## src/rtl/seq_multiplier.sv

```systemverilog
// ============================================================================
// Module   : seq_multiplier
// Summary  : Sequential shift-and-add unsigned multiplier with valid/ready
//            handshakes, consuming BITS_PER_CYCLE multiplier bits per cycle.
//            Optional macro SEQ_MULT_EARLY_TERM_EN ends BUSY once b runs out.
// Revision : 1.0 - initial release
// ============================================================================
`default_nettype none

module seq_multiplier #(
    parameter int WIDTH_A        = 8,
    parameter int WIDTH_B        = 9,
    parameter int BITS_PER_CYCLE = 1
) (
    input  logic                       clk,
    input  logic                       rst,
    input  logic                       clr,
    input  logic                       in_valid,
    output logic                       in_ready,
    input  logic [WIDTH_A-1:0]         a,
    input  logic [WIDTH_B-1:0]         b,
    output logic                       out_valid,
    input  logic                       out_ready,
    output logic [WIDTH_A+WIDTH_B-1:0] mult_out
);

    localparam int PROD_W = WIDTH_A + WIDTH_B;
    localparam int N      = WIDTH_B / BITS_PER_CYCLE;
    localparam int STEP_W = (N > 1) ? $clog2(N) : 1;
    localparam logic [STEP_W-1:0] c_last_step = STEP_W'(N - 1);

    typedef enum logic [1:0] {
        IDLE = 2'd0,
        BUSY = 2'd1,
        DONE = 2'd2
    } state_t;

    state_t                    r_state;
    state_t                    w_state_next;
    logic                      w_accept;
    logic                      w_last;
    logic [PROD_W-1:0]         r_a_sh;
    logic [WIDTH_B-1:0]        r_b;
    logic [WIDTH_B-1:0]        w_b_next;
    logic [PROD_W-1:0]         r_acc;
    logic [STEP_W-1:0]         r_step;
    logic [BITS_PER_CYCLE-1:0] w_b_low;
    logic [PROD_W-1:0]         w_pp;

    // r_a_sh carries a pre-shifted by BITS_PER_CYCLE*step, so no barrel shifter is needed
    assign w_b_low  = r_b[BITS_PER_CYCLE-1:0];
    assign w_pp     = r_a_sh * {{(PROD_W-BITS_PER_CYCLE){1'b0}}, w_b_low};
    assign w_b_next = r_b >> BITS_PER_CYCLE;

`ifdef SEQ_MULT_EARLY_TERM_EN
    assign w_last = (w_b_next == '0) || (r_step == c_last_step);
`else
    assign w_last = (r_step == c_last_step);
`endif

    always_ff @(posedge clk) begin
        if (!rst) begin
            r_state <= IDLE;
        end else if (clr) begin
            r_state <= IDLE;
        end else begin
            r_state <= w_state_next;
        end
    end

    always_comb begin
        w_state_next = r_state;
        in_ready     = 1'b0;
        out_valid    = 1'b0;
        w_accept     = 1'b0;
        case (r_state)
            IDLE: begin
                in_ready = 1'b1;
                if (in_valid) begin
                    w_accept     = 1'b1;
                    w_state_next = BUSY;
                end
            end
            BUSY: begin
                if (w_last) begin
                    w_state_next = DONE;
                end
            end
            DONE: begin
                out_valid = 1'b1;
                if (out_ready) begin
                    w_state_next = IDLE;
                end
            end
            default: begin
                w_state_next = IDLE;
            end
        endcase
    end

    always_ff @(posedge clk) begin
        if (!rst || clr) begin
            r_a_sh <= '0;
            r_b    <= '0;
            r_acc  <= '0;
            r_step <= '0;
        end else if (w_accept) begin
            r_a_sh <= {{WIDTH_B{1'b0}}, a};
            r_b    <= b;
            r_acc  <= '0;
            r_step <= '0;
        end else if (r_state == BUSY) begin
            r_acc  <= r_acc + w_pp;
            r_b    <= w_b_next;
            r_a_sh <= r_a_sh << BITS_PER_CYCLE;
            r_step <= r_step + STEP_W'(1);
        end
    end

    assign mult_out = r_acc;

endmodule

`default_nettype wire

```

## config.mk

```make
export PLATFORM = sky130hd
export DESIGN_NAME = seq_multiplier
export DESIGN_NICKNAME = d
export VERILOG_FILES = /design/src/rtl/seq_multiplier.sv
export SDC_FILE = /design/constraint.sdc
export NUM_CORES = 1
export LEC_CHECK = 0
export CORE_MARGIN = 3
export CORE_UTILIZATION = 49
export CTS_CLUSTER_SIZE = 25
export DETAILED_ROUTE_END_ITERATION = 6
export GPL_ROUTABILITY_DRIVEN = 0
export PLACE_DENSITY = 0.76
export RECOVER_POWER = 50
export SYNTH_ARGS = -nofsm -noshare
export SYNTH_HDL_FRONTEND = slang
export SYNTH_SLANG_ARGS = --single-unit
```

## constraint.sdc

```tcl
create_clock -name clk -period 2.6 [get_ports clk]
set_input_delay 0.39 -clock clk [delete_from_list [all_inputs] [get_ports clk]]
set_output_delay 0.39 -clock clk [all_outputs]
set_load 0.02 [all_outputs]
```

==> Yosys cells after proc, flatten, opt, wreduce, memory -nomap -nowiden <==
Index checks and enable logic that the tools add are counted.
{ "word_totals": {"regBits": 49, "latchBits": 0, "ramBits": 0, "rom_bits": 0, "in_bits": 22, "output_inout_bits": 19, "elab_cells": 35, "memories": 0} }
{ "op_classes": {"addsub": 2, "mul": 1, "div": 0, "magnitude_cmp": 0, "n_eq_ne": 6, "shifts": 0, "mux": 12, "bitwise_logic": 1, "n_reduce_logical": 7} }
{ "op_table": {"columns": ["op", "count"], "rows": [
  ["two-way mux 9 bit", 2],
  ["adder 17 bit", 1],
  ["multiplier 17 x 1 -> 17 bit", 1],
  ["two-way mux 8 bit", 2],
  ["two-way mux 2 bit", 3],
  ["!= test 2 bit, second input constant", 3],
  ["case mux 2 bit (3 select lines)", 1],
  ["adder 4 x 1 -> 4 bit, second input constant", 1],
  ["equality test 4 bit, second input constant", 1],
  ["two-way mux 1 bit", 4],
  ["OR reduction 2 bit", 2],
  ["AND reduction 3 bit", 1],
  ["equality test 2 x 1 -> 1 bit, second input constant", 1],
  ["equality test 2 bit, second input constant", 1],
  ["logical NOT 2 bit", 1],
  ["nonzero test 2 bit", 1],
  ["logical NOT 1 bit", 1],
  ["logical OR 1 bit", 1],
  ["inverter 1 bit", 1]
]} }

==> Depth between registers and ports, before layout <==
Gate-level depths: netlist (run 1).
{ "depth": {"ltp_word": 3, "ltp_mapped": 10, "ltp_nobuf": 9} }

==> Worst setup path after synthesis (run 1) <==
No wires, ideal clock.
{ "synth_path": {"kind": "flip-flop to flip-flop", "start": "reg r_b[0]", "end": "reg r_acc[16], in the netlist mult_out[16]", "setup_ns": 0.060, "arrival_ns": 2.537, "t_required_ns": 2.540, "setup_slack_ns": 0.003, "stages_incl_launch_ff": 11, "path_buffers": 1, "period_less_slack_ns": 2.597, "cell_sequence": "dfxtp_1 > clkbuf_1 > and2_1 > ha_1 > fa_1 > a211oi_1 > o21bai_1 > o311ai_1 > a21oi_1 > or4b_1 > nand2_1"} }
{ "synth_between": {"elab_chain_cells": 2} }
{ "synth_rtl": {"columns": ["element", "line_no", "text"], "rows": [
  ["start, declared", "43", "logic [WIDTH_B-1:0] r_b;"],
  ["start signal, assigned", "114", "r_b <= w_b_next;"],
  ["multiplier 17 x 1 -> 17 bit", "52", "assign w_pp = r_a_sh * {{(PROD_W-BITS_PER_CYCLE){1'b0}}, w_b_low};"],
  ["adder 17 bit", "113", "r_acc <= r_acc + w_pp;"],
  ["end signal, assigned", "113", null],
  ["end, declared", "45", "logic [PROD_W-1:0] r_acc;"]
]} }
No other way between the ends.
A chain may end at the register's enable or synchronous reset.

==> Worst setup path after layout (run 1) <==
Same ends and word-level chain as after synthesis.

==> flow_summary.yaml, run 1 <==
floorplan:
  die_height_um: 80.8
  top_level_ports: 41
  design.die.area_sq_um: 6530
  die-width_um: 80.8
  core_sq_um: 5270
  rows: 26
  initial_utilization_pct: 52.0
timing:
  clock-skew-final_ns: 0.00610
  slew-limit-headroom_pct: 36.4
  final.min_clock_period_ns: 2.46
  worst_slew_pin_tran_ns: 0.951
  fmaxAchievable_mhz: 406
  final.period_utilization_pct: 94.8
  setup_tns_ns: 0
  holdWs_ns: 0.458
  grt_setup_unrepaired: "false"
  maxSlewViolCount: 0
  hold_violations: 0
  finalSetupViolations: 0
routing:
  drcViolationCount: 0
  wl_per_cell_um: 14.1
  drt-pass1-iter-count: 4
  number_of_vias_per_cell: 5.68
  detail_route_antenna_nets: 0
  dr_total_vias: 2614
  routed_wirelength_um: 6500
  drt-initial-drc-count: 137
min_path:
  hold_class: "reg -> reg"
clock_network:
  clk-insertion-delay-late_ns: 0.30
  htreeDepth: 2
  clk_transition_reported_paths_ns: 0.09
  clock_sink_count: 49
  tritoncts_clock_tree: "built"
  ctsLongestPathBuffers: 2
  ctsResizeCount: 0
  tritoncts_buffers: 5
  cts_root_buffer: "clkbuf_8"
  hold_bufs_inserted_after_cts: 0
  postCtsSetupBuffers: 0
final_layout:
  finalNetCount: 430
  antennaDiodeCount: 0
  layoutNonFillerInstCount: 460
  syn_to_final_growth_pct: 22.5
  most-common-layout-cells: "63 x nand2_1, 49 x dfxtp_1, 47 x a21oi_1"
  layout.core_utilization_pct: 63.7
  layout.cells.most_common: "nand2_1"
  drive_gt1_share_pct: 6.92
grt:
  grt_start_max_net_pins: 23
  number_of_global_route_vias_before_repair: 2379
  overflow: 0
  grt_first_pass_wirelength_um: 10900
  track_usage_pct: 21.2
  grt_antenna_before_repair: 0
worst_setup_path:
  worst_setup_path_start_kind: "register"
  path_class: "reg -> reg"
  highest_fanout_seen_on_the_critical_path: 13
  crit_path_cells: "buf_4 -> and2_1 -> ha_1 -> nand3_1 -> nor4_4 -> o311ai_2 -> and3_1 -> or4b_1 -> nand2_1"
  end_kind: "register"
  worstPathArrival_ns: 2.72
  crit_required_ns: 2.85
  slowest_delay_ns: 0.50
  cp_slowest_cell: "or4b_1"
synth:
  synth.mux.area_fraction_pct: 0.365
  ys_async_sr_fraction_pct: 0
  post_synth_num_cell_types: 42
  prevailing_post_synth_register_cell: "dfxtp_1"
  synth_xor_xnor_area_share_pct: 3.20
  synthesized_flop_and_latch_total: 49
  synthDominantAreaCellType: "dfxtp_1"
  synthCells: 349
  avg_synthesized_cell_area_sq_um: 7.85
  synth_compound_area_share_pct: 24.3
  yosys.area_share.simple_pct: 23.5
  synth_top_cell_area_share_pct: 35.8
  synth.net_count: 390
  synth.yosys.warnings: 0
  synth_edf_count: 0
  syn_area_sq_um: 2740
  synth_area_leaders: "dfxtp_1 36%, a21oi_1 8.8%, nand2_1 8.6%"
  synth_top_family_by_area: "compound AO/OA/AOI/OAI gates"
  yosys.area_share.adder_pct: 8.95
  ys_seq_area_share_pct: 35.8
placed_design:
  placed_cells_incl_taps: 452
  port_buffers: 40
  dp_hpwl_um: 4980
power:
  power_switching_mw: 0.349
  power.share.switching_pct: 25.6
  internal_power_mw: 1.01
  power.share.clock_pct: 34.0
  power.static_leakage_nw: 1.33
  share_seq_of_total_power_pct: 56.5
  pwr-share-comb_pct: 9.5
  power_per_cell_area_nw_per_um2: 405
  worst_ir_drop_vdd_mv: 0.243
flow_run:
  maxCapViolations: 0
status:
  status: "complete, no violations"
==> worst paths after layout <==
| check | startpoint | endpoint | slack [ns] | depth (start not counted) |
|---|---|---|---|---|
| worst max-delay path | r_b[0] | mult_out[16] | 0.14 | 9 |
| worst min-delay path | r_b[7] | r_b[7] | 0.46 | 2 |
| worst max register to register | r_b[0] | mult_out[16] | 0.14 | 9 |
| worst min register to register | r_b[7] | r_b[7] | 0.46 | 2 |
==> power by group through the flow <==
stage          sequential, mW  clock, mW  combinational, mW
6_report                0.769      0.462              0.129
4_1_cts                 0.769      0.472              0.132
3_5_place_dp            0.786          0              0.131
3_3_place_gp            0.786          0              0.130
5_1_grt                 0.770      0.506              0.143
2_1_floorplan           0.785          0             0.0695
==> logic make-up (layout without fill, tap and decap cells) <==
group	Yosys count	after routing
and+or+nand+nor	136	136
AOI/OAI and AO/OA	106	106
DFF	49	49
buffers and inverters	28	69
adders and majority gates	19	19
xor gates and xnor gates	10	10
muxes	1	1
==> sequential cells by signal, indices dropped and copies added, names as in the netlist <==
| signal | cells |
|---|---|
| r_step | 4 |
| r_b | 9 |
| r_a_sh | 17 |
| r_state | 2 |
| mult_out | 17 |
==> cells in the mapped netlist (6+ instances only) <==
master and instances:
o21ai_0 11, nor2_1 21, nor2b_1 6, dfxtp_1 49, a21oi_1 48, clkbuf_1 18
a211oi_1 6, nand3_1 9, a21o_1 9, nand2_1 63, ha_1 18, xnor2_1 7
inv_1 9, and2_1 16, and3_1 6, a22oi_1 15
==> per-layer routing <==
| metal | GRT usage, % | vias up | share of wire, % |
|---|---|---|---|
| met1 | 28.6 | 1212 | 47 |
| met5 | 0 | - | 0 |
| li1 | - | 1315 | - |
| met2 | 34.9 | 80 | 46 |
| met4 | 5.57 | 0 | 1.0 |
| met3 | 4.10 | 7 | 5.4 |
==> cell type report <==
cell class,instances,area (sq um)
fill,504,1910
multi-input combinational,272,1680
sequential,49,981
timing repair buffer,52,484
tap,70,87.6
clock buffer,5,68.8
inverter,9,33.8
clock inverter,3,21.3
==> critical path: cells and delay by family, from the launching register on <==
family / cells / cell delay, ns
AOI/OAI and AO/OA: 1 / 0.15
and+or+nand+nor: 6 / 1.33
adders and majority gates: 1 / 0.41
DFF: 1 / 0.35
buffers and inverters: 1 / 0.18
==> stage by stage <==
step                cell area (sq um)  setup WS (ns)  total power, mW
floorplan                        2740        0.00282            0.854
global placement                 3250         0.0964            0.916
detailed placement               3250         0.0582            0.918
CTS                              3340         0.0156             1.37
global route                     3360        0.00863             1.42
finish                           3360          0.136             1.36
No activity file was read; power rests on OpenSTA's default activity.
==> run 2, diff against run 1 <==
--- a/config.mk
+++ b/config.mk
@@ -10,6 +10,7 @@
 export CTS_CLUSTER_SIZE = 25
 export DETAILED_ROUTE_END_ITERATION = 6
 export GPL_ROUTABILITY_DRIVEN = 0
+export GPL_TIMING_DRIVEN = 1
 export PLACE_DENSITY = 0.76
 export RECOVER_POWER = 50
 export SYNTH_ARGS = -nofsm -noshare
==> constraint.sdc (replaced) <==
create_clock -name clk -period 2.13 [get_ports clk]
set_input_delay 0.3195 -clock clk [delete_from_list [all_inputs] [get_ports clk]]
set_output_delay 0.3195 -clock clk [all_outputs]
set_load 0.02 [all_outputs]
==> run 2 against run 1 <==
- the flow now finishes with violations (setup timing)
- global-route usage increased by 5.6 points
- via count increased by 18%
- first-iteration DRC count increased by 79%
- fmax decreased by 0.96%
- clock power increased by 49%
- critical endpoint is now mult_out[12]
- combinational power increased by 43%
- routed wire length increased by 45%
- clock skew increased by 0.011 ns
- largest cell class unchanged
- cell area increased by 24%
==> flow_summary.yaml, run 2 (synthesis results as in run 1) <==
power:
  design_power_total_mw: 1.81
  power.static_leakage_nw: 1.58
  worst_ir_drop_vdd_mv: 0.468
  power_per_cell_area_nw_per_um2: 436
floorplan:
  initial_utilization_pct: 52.0
  design.die.area_sq_um: 6530
  rows: 26
  die_height_um: 80.8
  die-width_um: 80.8
  core_sq_um: 5270
  top_level_ports: 41
grt:
  track_usage_pct: 26.8
  grt_first_pass_wirelength_um: 13700
  number_of_global_route_vias_before_repair: 2842
  overflow: 0
  grt_antenna_before_repair: 0
  grt_start_max_net_pins: 18
timing:
  clock-skew-final_ns: 0.0169
  final.period_utilization_pct: 117
  grt_setup_unrepaired: "true"
  final.min_clock_period_ns: 2.49
  maxSlewViolCount: 0
  finalSetupViolations: 11
  timing.final.ws_setup_ns: -0.358
  slew-limit-headroom_pct: 29.0
  worst_slew_pin_tran_ns: 1.06
  holdWs_ns: 0.460
  hold_violations: 0
  fmaxAchievable_mhz: 402
routing:
  drt-pass1-iter-count: 5
  number_of_vias_per_cell: 5.97
  routed_wirelength_um: 9430
  dr_total_vias: 3077
  wl_per_cell_um: 18.3
  detail_route_antenna_nets: 0
  drcViolationCount: 0
  drt-initial-drc-count: 245
final_layout:
  finalNetCount: 485
  antennaDiodeCount: 0
  syn_to_final_growth_pct: 51.7
  most-common-layout-cells: "64 x buf_4, 63 x nand2_1, 48 x dfxtp_1"
  drive_gt1_share_pct: 28.8
  layout.cells.most_common: "buf_4"
clock_network:
  cts_root_buffer: "clkbuf_8"
  clock_sink_count: 49
  htreeDepth: 2
  clk-insertion-delay-late_ns: 0.32
  ctsLongestPathBuffers: 2
  tritoncts_buffers: 5
  tritoncts_clock_tree: "built"
  clk_transition_reported_paths_ns: 0.10
worst_setup_path:
  highest_fanout_seen_on_the_critical_path: 5
  worst_setup_path_start_kind: "register"
  worstPathArrival_ns: 2.70
  cp_slowest_cell: "dfxtp_4"
  end_kind: "register"
  path_class: "reg -> reg"
  slowest_delay_ns: 0.38
  path_common_cell: "buf_4"
  timing.reg2reg.worst_path_depth: 11
  worst-r2r-setup-slack_ns: -0.36
  critPathBufInv: 2
  crit_required_ns: 2.34
  critPathTopFamily: "compound AO/OA/AOI/OAI gates"
  worst_r2r_endpoint: "mult_out[12]"
  critical_r2r_launch: "r_b[0]"
  crit_path_cells: "and2_4 -> ha_4 -> fa_2 -> a211oi_2 -> o21bai_2 -> buf_4 -> o31ai_4 -> buf_4 -> o31ai_2 -> xnor2_1 -> o21ai_1"
status:
  violations: "setup timing"
  status: "finished, violations left"
min_path:
  min_delay_path_depth: 2
  hold_class: "reg -> reg"
  whs_endpoint: "r_b[7]"
  min_from: "r_b[7]"
placed_design:
  port_buffers: 40
  dp_hpwl_um: 5580
flow_run:
  maxCapViolations: 0
## run 2: changes by cell type in the layout (fill, tap and decap cells not counted), moves of 4 or more
cell             previous run  this run
buf_4                      10        64
dlygate4sd3_1              14         0
a21oi_2                     1         5
and2_1                     16        11
and2_4                      0         5
o21ai_0                    11         3
a21oi_1                    47        40
ha_1                       18         5
ha_4                        0        13
o21ai_1                     0         6
clkdlybuf4s50_1            26        40
## run 2: worst max-delay path by stage
| stage | end | slack, ns | startpoint | depth (start not counted) |
|---|---|---|---|---|
| 3_3_place_gp | mult_out[16] | -0.23 | r_a_sh[0] | 9 |
| 4_1_cts | mult_out[16] | -0.24 | r_b[0] | 9 |
| 3_5_place_dp | mult_out[16] | -0.29 | r_b[0] | 9 |
| 6_report | mult_out[12] | -0.36 | r_b[0] | 11 |
| 5_1_grt | mult_out[16] | -0.39 | r_b[0] | 9 |
| 2_1_floorplan | mult_out[16] | -0.31 | r_b[0] | 10 |
## run 2: per-stage QoR
step           cells  utilization, %  cell area [sq um]  worst slack [ns]  TNS, ns
2_1_floorplan    349               -               2780            -0.307   -0.490
3_3_place_gp     496            68.6               3620            -0.231    -1.04
3_5_place_dp     496            68.6               3620            -0.294    -1.40
4_1_cts          508            75.2               3970            -0.236   -0.547
5_1_grt          515            78.9               4160            -0.389    -2.64
6_report         515            78.9               4160            -0.358    -1.94
## run 2: timing repair
action	CTS	global route
hold buffers	0	0
pin swaps	19	16
setup endpoints to repair	11	11
buffers inserted	4	6
resized for setup	31	28
gates cloned	0	1
## run 2: tightest hold or removal path: cells and delay by family (launching register included)
family,cells,cell delay [ns]
AOI/OAI and AO/OA,1,0.05
DFF,1,0.32
and+or+nand+nor,1,0.05
## run 2: final cells by class
type / instances / area, sq um
flip-flops and latches: 49 / 985
fillers: 367 / 1110
clock buffers: 6 / 72.6
well taps: 70 / 87.6
multi-input cells: 272 / 2010
clock inverters: 2 / 38.8
repair buffers: 107 / 932
inverters: 9 / 33.8
## run 2: report_power, final
part           internal (mW)  leakage [nW]  switching, mW
clock                  0.353        0.0554          0.335
sequential             0.928         0.397         0.0107
combinational         0.0891          1.13         0.0960
total                   1.37          1.58          0.442
## run 2: metal layers
metal | vias to the layer above | part of all wire, % | track usage [%]
met3 | 31 | 7.2 | 5.65
li1 | 1428 | - | -
met5 | - | 0 | 0
met4 | 0 | 2.4 | 9.46
met2 | 171 | 47 | 44.2
met1 | 1447 | 43 | 34.8
==> run 3, diff against run 2 <==
--- a/config.mk
+++ b/config.mk
@@ -6,12 +6,12 @@
 export NUM_CORES = 1
 export LEC_CHECK = 0
 export CORE_MARGIN = 3
-export CORE_UTILIZATION = 49
+export CORE_UTILIZATION = 50
 export CTS_CLUSTER_SIZE = 25
 export DETAILED_ROUTE_END_ITERATION = 6
 export GPL_ROUTABILITY_DRIVEN = 0
 export GPL_TIMING_DRIVEN = 1
-export PLACE_DENSITY = 0.76
+export PLACE_DENSITY = 0.75
 export RECOVER_POWER = 50
 export SYNTH_ARGS = -nofsm -noshare
 export SYNTH_HDL_FRONTEND = slang
==> constraint.sdc (replaced) <==
create_clock -name clk -period 2.5 [get_ports clk]
set_input_delay 0.375 -clock clk [delete_from_list [all_inputs] [get_ports clk]]
set_output_delay 0.375 -clock clk [all_outputs]
set_load 0.02 [all_outputs]
==> run 3 against run 2 <==
- the run now ends clean
- clock skew fell by 0.011 ns
- die area down 1.8%
- utilization down 14 points
- register-to-register slack improved by 0.42 ns
- cell count down 10%
- via count decreased by 13%
- largest cell class unchanged
==> flow_summary.yaml, run 3 (synthesis results as in run 1) <==
status:
  status: "complete, no violations"
placed_design:
  port_buffers: 40
  placement.setup.worst_slack_ns: 0.0468
  dp_hpwl_um: 4950
clock_network:
  clock_sink_count: 49
  postCtsSetupBuffers: 0
  cts_root_buffer: "clkbuf_8"
  tritoncts_buffers: 5
  ctsLongestPathBuffers: 2
  clk-insertion-delay-late_ns: 0.31
  tritoncts_clock_tree: "built"
  htreeDepth: 2
  clk_transition_reported_paths_ns: 0.10
grt:
  grt_first_pass_wirelength_um: 11300
  overflow: 0
  grt_antenna_before_repair: 0
  number_of_global_route_vias_before_repair: 2502
  track_usage_pct: 22.2
  grt_start_max_net_pins: 23
worst_setup_path:
  worstPathArrival_ns: 2.70
  end_kind: "register"
  worst_r2r_endpoint: "mult_out[16]"
  path_class: "reg -> reg"
  worst-r2r-setup-slack_ns: 0.06
  endpoint_of_the_worst_setup_timing_path: "mult_out[16]"
  timing.reg2reg.worst_path_depth: 9
  highest_fanout_seen_on_the_critical_path: 3
  crit_required_ns: 2.76
  critical_r2r_launch: "r_a_sh[0]"
  critPathLaunch: "r_a_sh[0]"
  worst_setup_path_start_kind: "register"
final_layout:
  antennaDiodeCount: 0
  most-common-layout-cells: "63 x nand2_1, 48 x dfxtp_1, 46 x a21oi_1"
  syn_to_final_growth_pct: 23.5
  finalNetCount: 431
  drive_gt1_share_pct: 8.18
  layout.core_utilization_pct: 65.0
  layout.cells.most_common: "nand2_1"
power:
  share_seq_of_total_power_pct: 55.8
  power.share.switching_pct: 26.2
  internal_power_mw: 1.06
  pwr-share-comb_pct: 9.5
  worst_ir_drop_vdd_mv: 0.328
  power.share.clock_pct: 34.7
  power.static_leakage_nw: 1.33
  power_per_cell_area_nw_per_um2: 424
  power_switching_mw: 0.375
floorplan:
  design.die.area_sq_um: 6400
  initial_utilization_pct: 52.6
  die-width_um: 80.0
  rows: 26
  top_level_ports: 41
  die_height_um: 80.0
  core_sq_um: 5200
routing:
  drt-pass1-iter-count: 5
  number_of_vias_per_cell: 5.79
  drt-initial-drc-count: 212
  drcViolationCount: 0
  detail_route_antenna_nets: 0
  routed_wirelength_um: 6740
  dr_total_vias: 2668
  wl_per_cell_um: 14.6
timing:
  holdWs_ns: 0.462
  clock-skew-final_ns: 0.00616
  maxSlewViolCount: 0
  final.min_clock_period_ns: 2.44
  slew-limit-headroom_pct: 34.3
  grt_setup_unrepaired: "true"
  final.period_utilization_pct: 97.5
  timing.final.ws_setup_ns: 0.0620
  setup_tns_ns: 0
  finalSetupViolations: 0
  hold_violations: 0
  worst_slew_pin_tran_ns: 0.982
  fmaxAchievable_mhz: 410
flow_run:
  maxCapViolations: 0
min_path:
  hold_class: "reg -> reg"
  min_from: "r_b[1]"
  min_delay_path_depth: 2
run 3: cell count changes in the layout (fill, tap and decap cells not counted), moves of 5 or more:
| cell | change |
|---|---|
| clkdlybuf4s50_1 | -15 |
| and2_4 | -5 |
| dlygate4sd3_1 | +15 |
| buf_4 | -56 |
| o21ai_0 | +7 |
| o21ai_1 | -5 |
| and2_1 | +5 |
| ha_4 | -13 |
| ha_1 | +10 |
| a21oi_1 | +6 |
run 3: power groups by stage:
| stage | sequential (mW) | combinational [mW] | clock [mW] |
|---|---|---|---|
| after global placement | 0.817 | 0.138 | 0 |
| after detailed placement | 0.818 | 0.140 | 0 |
| final | 0.800 | 0.136 | 0.497 |
| after floorplan | 0.816 | 0.0723 | 0 |
| after global routing | 0.802 | 0.149 | 0.548 |
| after CTS | 0.800 | 0.140 | 0.517 |
run 3: layout make-up:
type                    instances  area [sq um]
flip-flops and latches         49           982
repair buffers                 53           488
clock buffers                   5          68.8
well taps                      70          87.6
multi-input cells             272          1700
inverters                       9          33.8
fillers                       462          1820
clock inverters                 3          25.0
run 3: worst min path at each step:
stage / endpoint / slack, ns
2_1_floorplan: r_b[1] / 0.44
3_3_place_gp: r_a_sh[16] / 0.44
3_5_place_dp: r_b[2] / 0.45
4_1_cts: r_b[2] / 0.46
5_1_grt: r_b[4] / 0.48
6_report: r_b[1] / 0.46
run 3: timing repair:
| action | CTS | global route |
|---|---|---|
| endpoints found under the setup margin | 0 | 5 |
| resized for setup | 0 | 11 |
| hold buffers | 0 | 0 |
run 3: worst max-delay path, cell delays in order (launching register included):
cell and delay, ns:
dfxtp_1 0.34, and2_1 0.16, ha_1 0.20, fa_2 0.38, a211oi_2 0.27, o21bai_2 0.13, o311ai_2 0.25, a21oi_1 0.12
or4b_1 0.47, nand2_1 0.08
run 3: per-layer routing:
metal	track usage (%)	wire (um)
met1	29.6	3050
met4	8.45	150
met3	4.63	388
met5	0	0
met2	34.9	3150
run 3: stage by stage:
| stage | total power [mW] | instance area [sq um] | cells |
|---|---|---|---|
| 4_1_cts | 1.46 | 3360 | 461 |
| 5_1_grt | 1.50 | 3380 | 461 |
| 3_5_place_dp | 0.958 | 3270 | 453 |
| 6_report | 1.43 | 3380 | 461 |
| 2_1_floorplan | 0.888 | 2750 | 349 |
| 3_3_place_gp | 0.956 | 3270 | 453 |
